**config.mk**
```make
export PLATFORM = sky130hd
export DESIGN_NAME = base_emux_ocrd
export DESIGN_NICKNAME = d
export VERILOG_FILES = /design/src/rtl/base_emux_pkg.sv /design/src/rtl/base_credit_cnt.sv /design/src/rtl/base_emux_ocrd.sv
export SDC_FILE = /design/constraint.sdc
export NUM_CORES = 1
export LEC_CHECK = 0
export ABC_AREA = 1
export CORE_ASPECT_RATIO = 1.25
export CORE_MARGIN = 3
export CORE_UTILIZATION = 41
export CTS_BUF_LIST = sky130_fd_sc_hd__clkbuf_16
export DETAILED_ROUTE_END_ITERATION = 16
export PLACE_DENSITY = 0.66
export SLEW_MARGIN = 20
export SYNTH_ARGS = -nofsm -noshare
export SYNTH_HDL_FRONTEND = slang
export SYNTH_SLANG_ARGS = --single-unit
```
**constraint.sdc**
```tcl
create_clock -name clk -period 2.75 [get_ports clk]
set_input_delay 0.6875 -clock clk [delete_from_list [all_inputs] [get_ports clk]]
set_output_delay 0.6875 -clock clk [all_outputs]
set_load 0.005 [all_outputs]
```
**src/rtl/base_emux_pkg.sv**
```systemverilog
// Shared sizing and pointer helpers for the emux output credit buffer.
package base_emux_pkg;

    // Width needed to hold a count in the range 0..depth inclusive.
    function automatic int unsigned cnt_w(input int unsigned depth);
        return $clog2(depth + 1);
    endfunction

    // Pointer width. A one-entry FIFO still gets a 1-bit pointer.
    function automatic int unsigned ptr_w(input int unsigned depth);
        return (depth > 1) ? $clog2(depth) : 1;
    endfunction

    // Advance a FIFO pointer and wrap explicitly at depth-1, so depth
    // does not have to be a power of two.
    function automatic int unsigned ptr_wrap(input int unsigned ptr, input int unsigned depth);
        return (ptr >= depth - 1) ? 0 : ptr + 1;
    endfunction

endpackage

```
**src/rtl/base_credit_cnt.sv**
```systemverilog
// Up/down credit counter with reset-time initial value.
// A decrement is taken only while the registered count is non-zero.
// A decrement request at zero is dropped and raises a sticky error.
//  clk, rst_n  clock, async active-low reset
//  dec         consume one credit (rejected when count == 0)
//  inc         return one credit
//  count       current credit count
//  nz          registered (count != 0)
//  err         sticky: dec requested while count == 0
module base_credit_cnt #(
    parameter int unsigned cnt_width = 4,
    parameter int unsigned init_val  = 8
) (
    input  logic                 clk,
    input  logic                 rst_n,
    input  logic                 dec,
    input  logic                 inc,
    output logic [cnt_width-1:0] count,
    output logic                 nz,
    output logic                 err
);

    logic                 accept_c;
    logic [cnt_width-1:0] count_nxt;

    // Gate on the registered non-zero flag only, so a same-cycle inc
    // can never enable a dec.
    always_comb begin
        accept_c  = dec & nz;
        count_nxt = count - cnt_width'(accept_c) + cnt_width'(inc);
    end

    always_ff @(posedge clk or negedge rst_n) begin
        if (!rst_n) begin
            count <= cnt_width'(init_val);
            nz    <= (init_val != 0);
            err   <= 1'b0;
        end else begin
            count <= count_nxt;
            nz    <= (count_nxt != '0);
            err   <= err | (dec & ~nz);
        end
    end

endmodule

```
**src/rtl/base_emux_ocrd.sv**
```systemverilog
// Output credit buffer behind the fixed-latency select mux.
// Issues into the mux consume credits; mux results land in a depth-entry
// FIFO and drain through a valid/ready port; each dequeue returns a credit.
//  clk, reset  clock, async active-low reset
//  i_issue     issuer launched a select this cycle (consumes a credit)
//  o_crd_ok    credits != 0, registered
//  o_credits   current credit count
//  d_v/d_d/d_a mux result valid, data, aux
//  o_v/o_r     FIFO head valid / consumer ready
//  o_d/o_a     FIFO head data / aux (registered)
//  o_err_crd   sticky: issue seen with no credits
//  o_err_ovf   sticky: write dropped at full with no dequeue
module base_emux_ocrd
    import base_emux_pkg::*;
#(
    parameter int unsigned width     = 1,
    parameter int unsigned aux_width = 1,
    parameter int unsigned depth     = 8,
    parameter int unsigned cnt_width = cnt_w(depth)
) (
    input  logic                 clk,
    input  logic                 reset,
    input  logic                 i_issue,
    output logic                 o_crd_ok,
    output logic [cnt_width-1:0] o_credits,
    input  logic                 d_v,
    input  logic [width-1:0]     d_d,
    input  logic [aux_width-1:0] d_a,
    output logic                 o_v,
    input  logic                 o_r,
    output logic [width-1:0]     o_d,
    output logic [aux_width-1:0] o_a,
    output logic                 o_err_crd,
    output logic                 o_err_ovf
);

    localparam int unsigned ptr_width   = ptr_w(depth);
    localparam int unsigned entry_width = width + aux_width;

    logic [entry_width-1:0] mem [depth];
    logic [entry_width-1:0] head;
    logic [entry_width-1:0] head_nxt;
    logic [ptr_width-1:0]   rd_ptr, rd_ptr_nxt;
    logic [ptr_width-1:0]   wr_ptr, wr_ptr_nxt;
    logic [cnt_width-1:0]   occ, occ_nxt;
    logic                   rd_en, wr_en, full;

    // Credit accounting: one credit back per dequeue.
    base_credit_cnt #(
        .cnt_width (cnt_width),
        .init_val  (depth)
    ) u_crd (
        .clk   (clk),
        .rst_n (reset),
        .dec   (i_issue),
        .inc   (rd_en),
        .count (o_credits),
        .nz    (o_crd_ok),
        .err   (o_err_crd)
    );

    // FIFO control. A write at full is accepted only when a dequeue frees
    // the slot in the same cycle.
    always_comb begin
        rd_en      = o_v & o_r;
        full       = (occ == cnt_width'(depth));
        wr_en      = d_v & (~full | rd_en);
        rd_ptr_nxt = rd_en ? ptr_width'(ptr_wrap(32'(rd_ptr), depth)) : rd_ptr;
        wr_ptr_nxt = wr_en ? ptr_width'(ptr_wrap(32'(wr_ptr), depth)) : wr_ptr;
        occ_nxt    = occ + cnt_width'(wr_en) - cnt_width'(rd_en);
        // Next head is the entry being written when it lands at the next
        // read slot (write into an empty or draining FIFO), else storage.
        if (wr_en && (wr_ptr == rd_ptr_nxt)) begin
            head_nxt = {d_d, d_a};
        end else begin
            head_nxt = mem[rd_ptr_nxt];
        end
    end

    // Storage array, no reset on data.
    always_ff @(posedge clk) begin
        if (wr_en) begin
            mem[wr_ptr] <= {d_d, d_a};
        end
    end

    // Pointers, occupancy, head register and overflow flag.
    always_ff @(posedge clk or negedge reset) begin
        if (!reset) begin
            rd_ptr    <= '0;
            wr_ptr    <= '0;
            occ       <= '0;
            o_v       <= 1'b0;
            head      <= '0;
            o_err_ovf <= 1'b0;
        end else begin
            rd_ptr    <= rd_ptr_nxt;
            wr_ptr    <= wr_ptr_nxt;
            occ       <= occ_nxt;
            o_v       <= (occ_nxt != '0);
            head      <= head_nxt;
            o_err_ovf <= o_err_ovf | (d_v & full & ~rd_en);
        end
    end

    assign o_d = head[entry_width-1:aux_width];
    assign o_a = head[aux_width-1:0];

endmodule

```
==> results.toml <==
[status]
status = "finished, final reports clean"

[routing]
drt-pass1-iter-count = 4
ant_nets = 0
vias = 1318
vias_per_cell = 4.71
wire_per_inst_um = 11.3
drt_iter0_drc = 41
drc_errors = 0
drt-total-wl_um = 3160

[floorplanning]
io_pins = 17
die_y_um = 82.2
start_util_pct = 42.7
rows = 27
dieArea_um2 = 5510
die_w_um = 67.0
core_um2 = 4460

[timing]
slew_violations = 0
hold_violations = 0
fin_skew_ns = 0.00333
slew_headroom_pct = 77.2
worst_pin_slew_ns = 0.341
rsz0062_at_grt = "false"
fin_ws_ns = 0.182
setup_violations = 0
max_freq_ghz = 0.389
fin_crit_sh_pct = 93.4
min_period_ns = 2.57

[clock_tree]
cts_tree = "built"
clk_pin_slew_ns = 0.05
cts_root_buf = "clkbuf_16"
cts_resized = 0
numCtsBuffers = 5
ctsLongestPathBuffers = 2
worstSkewPairLatency_ns = 0.28
cts_sinks = 36
cts_setup_buffers = 0
htree_levels = 2
cts_hold_buf = 0

[layout]
nNetsFinal = 243
layout_common_cells = "40 x inv_1, 26 x nand2_1, 26 x nand3_1"
multiInputGateArea_um2 = 762
diodes = 0
stdcell_count = 280
ff_latch_area_um2 = 983
syn_to_final_growth_pct = 21.9
mostFrequentLayoutCell = "inv_1"
fillers = 423
drive_gt1_share_pct = 15.3

[critical_path]
startpoint_type = "input pin"
r2r-end = "o_v"
cp_num_buf_inv = 4
end_kind = "register"
worstRegToRegCells = 12
reg2reg_setup_slack_ns = 0.59
criticalPathCategory = "input pin to register"
worstPathMaxFanout = 2
slowest_delay_ns = 0.52
worstPathArrival_ns = 2.72
r2r_start = "occ[2]"
critPathMostFrequentCell = "inv_1"
cp.required_ns = 2.90
cp_slowest_cell = "clkdlybuf4s50_1"
cp_top_family = "adder cells"
crit_chain = "clkdlybuf4s50_1 -> nand2_4 -> nand3_2 -> nand2_2 -> ha_1 -> inv_1 -> ha_1 -> inv_1 -> fa_1 -> inv_1 -> nor3_1 -> nand2_1"

[synthesis]
syn_avg_cell_area_um2 = 9.92
yosysWarnings = 0
yosys-top-cells-area = "edfxtp_1 25%, dfrtp_1 24%, ha_1 8.5%"
synthAdderAreaFrac_pct = 10.6
synth_top_family_by_area = "simple AND/OR/NAND/NOR gates"
yosysTopAreaCell = "edfxtp_1"
netlist-cell-type-count = 28
ys_seq_elements = 36
syn_area_um2 = 1910
synth-xor-area-share_pct = 2.30
synthMuxAreaShare_pct = 0
synth_top_area_share_pct = 25.2
synth_compound_area_share_pct = 3.28
synthCells = 192
synth-simple-area-share_pct = 23.8
seq_area_frac_synth_pct = 51.6
synth_nets = 214

[power_and_ir_drop]
ir_drop_mv = 0.476
p_seq_share_pct = 33.4
leakage_uw = 0.00109
p_comb_share_pct = 46.1
netSwitchingPower_uw = 981
power.density_nw_per_um2 = 1110
internal_power_uw = 1610
switching_share_pct = 37.9
clockPowerShare_pct = 20.4

[grt]
gr-total-overflow = 0
grt_max_degree = 21
grt_pass1_wl_um = 5410
grt_usage_pct = 13.3
antenna_found_initial = 0
grt_pass1_vias = 1241

[hold_path]
whs_path_depth = 1
holdCritStartpoint = "u_crd.err"
hold_path_end = "u_crd.err"
hold_class = "register to register"

[placement]
place_ws_ns = -0.0980
gp_congestion = 0.776
io_buffers = 16
dp.cells = 272
place_hpwl_um = 2380

[flow_run]
drv_cap = 0
==> metrics by stage <==
stage	util (%)	total power (uW)	instance area [um2]	TNS, ns	hold slack (ns)
floorplan	-	1720	1910	0	0.392
global placement	49.0	2060	2180	-0.0653	0.464
detailed placement	49.0	2070	2180	-0.0980	0.461
CTS	52.1	2620	2320	0	0.477
global route	52.1	2820	2320	0	0.489
finish	52.1	2590	2320	0	0.468
==> state kept, by name, summed over array words and instances (netlist names), 2 cells and up <==
name	count
occ	4
u_crd.count	4
head	2
wr_ptr	3
mem	16
rd_ptr	3
==> layout make-up <==
cell class	count	area share, %
repair buffers	22	8.84
inverters	42	6.90
well taps	58	3.12
flip-flops and latches	36	42.3
clock inverters	3	0.593
clock buffers	5	5.39
multi-input cells	114	32.8
==> power groups by stage <==
| stage | sequential, uW | combinational, uW | clock (uW) |
|---|---|---|---|
| after CTS | 867 | 1210 | 541 |
| after detailed placement | 875 | 1200 | 0 |
| final | 865 | 1190 | 529 |
| after floorplan | 865 | 851 | 0 |
| after global placement | 876 | 1190 | 0 |
| after global routing | 888 | 1370 | 564 |
==> per-layer routing <==
layer | track usage (%) | up-vias | part of all wire [%]
met5 | 0 | - | 0
met4 | 8.11 | 0 | 2.8
met3 | 2.98 | 10 | 3.5
li1 | - | 676 | -
met1 | 15.0 | 607 | 44
met2 | 22.7 | 25 | 50
==> worst max-delay path by stage <==
| stage | start | slack, ns | cells past startpoint | endpoint |
|---|---|---|---|---|
| 2_1_floorplan | o_r | 0.46 | 11 | o_v |
| 3_3_place_gp | o_r | -0.07 | 12 | o_v |
| 3_5_place_dp | o_r | -0.1 | 12 | o_v |
| 4_1_cts | o_r | 0.19 | 12 | o_v |
| 5_1_grt | o_r | 0.05 | 12 | o_v |
| 6_report | o_r | 0.18 | 12 | o_v |
==> cell families (layout without fill, tap and decap cells) <==
logic type | after synthesis | in the layout
flops | 36 | 36
fa+ha+maj | 15 | 15
compound gates | 10 | 10
simple gates | 84 | 84
buf+inv | 42 | 72
xor+xnor | 5 | 5
==> synthesized netlist by cell type <==
cell and instances:
nor2_2 1, o21ai_0 1, nor2_4 1, a21oi_1 3, nand2_2 6, nand2_4 4, o21ai_2 1, xnor2_1 2
nand3_1 26, nand3b_1 3, nand3_2 3, inv_2 1, edfxtp_1 16, nor3_1 3, dfrtp_1 18, o22ai_1 1
nor2_1 10, nand2_8 1, o211ai_1 1, inv_4 1, dfstp_2 2, inv_1 40, o21ai_1 1, xor2_1 3
nand2_1 26, fa_1 2, ha_1 13, o21bai_1 2
No activity file was read; power rests on OpenSTA's default activity.
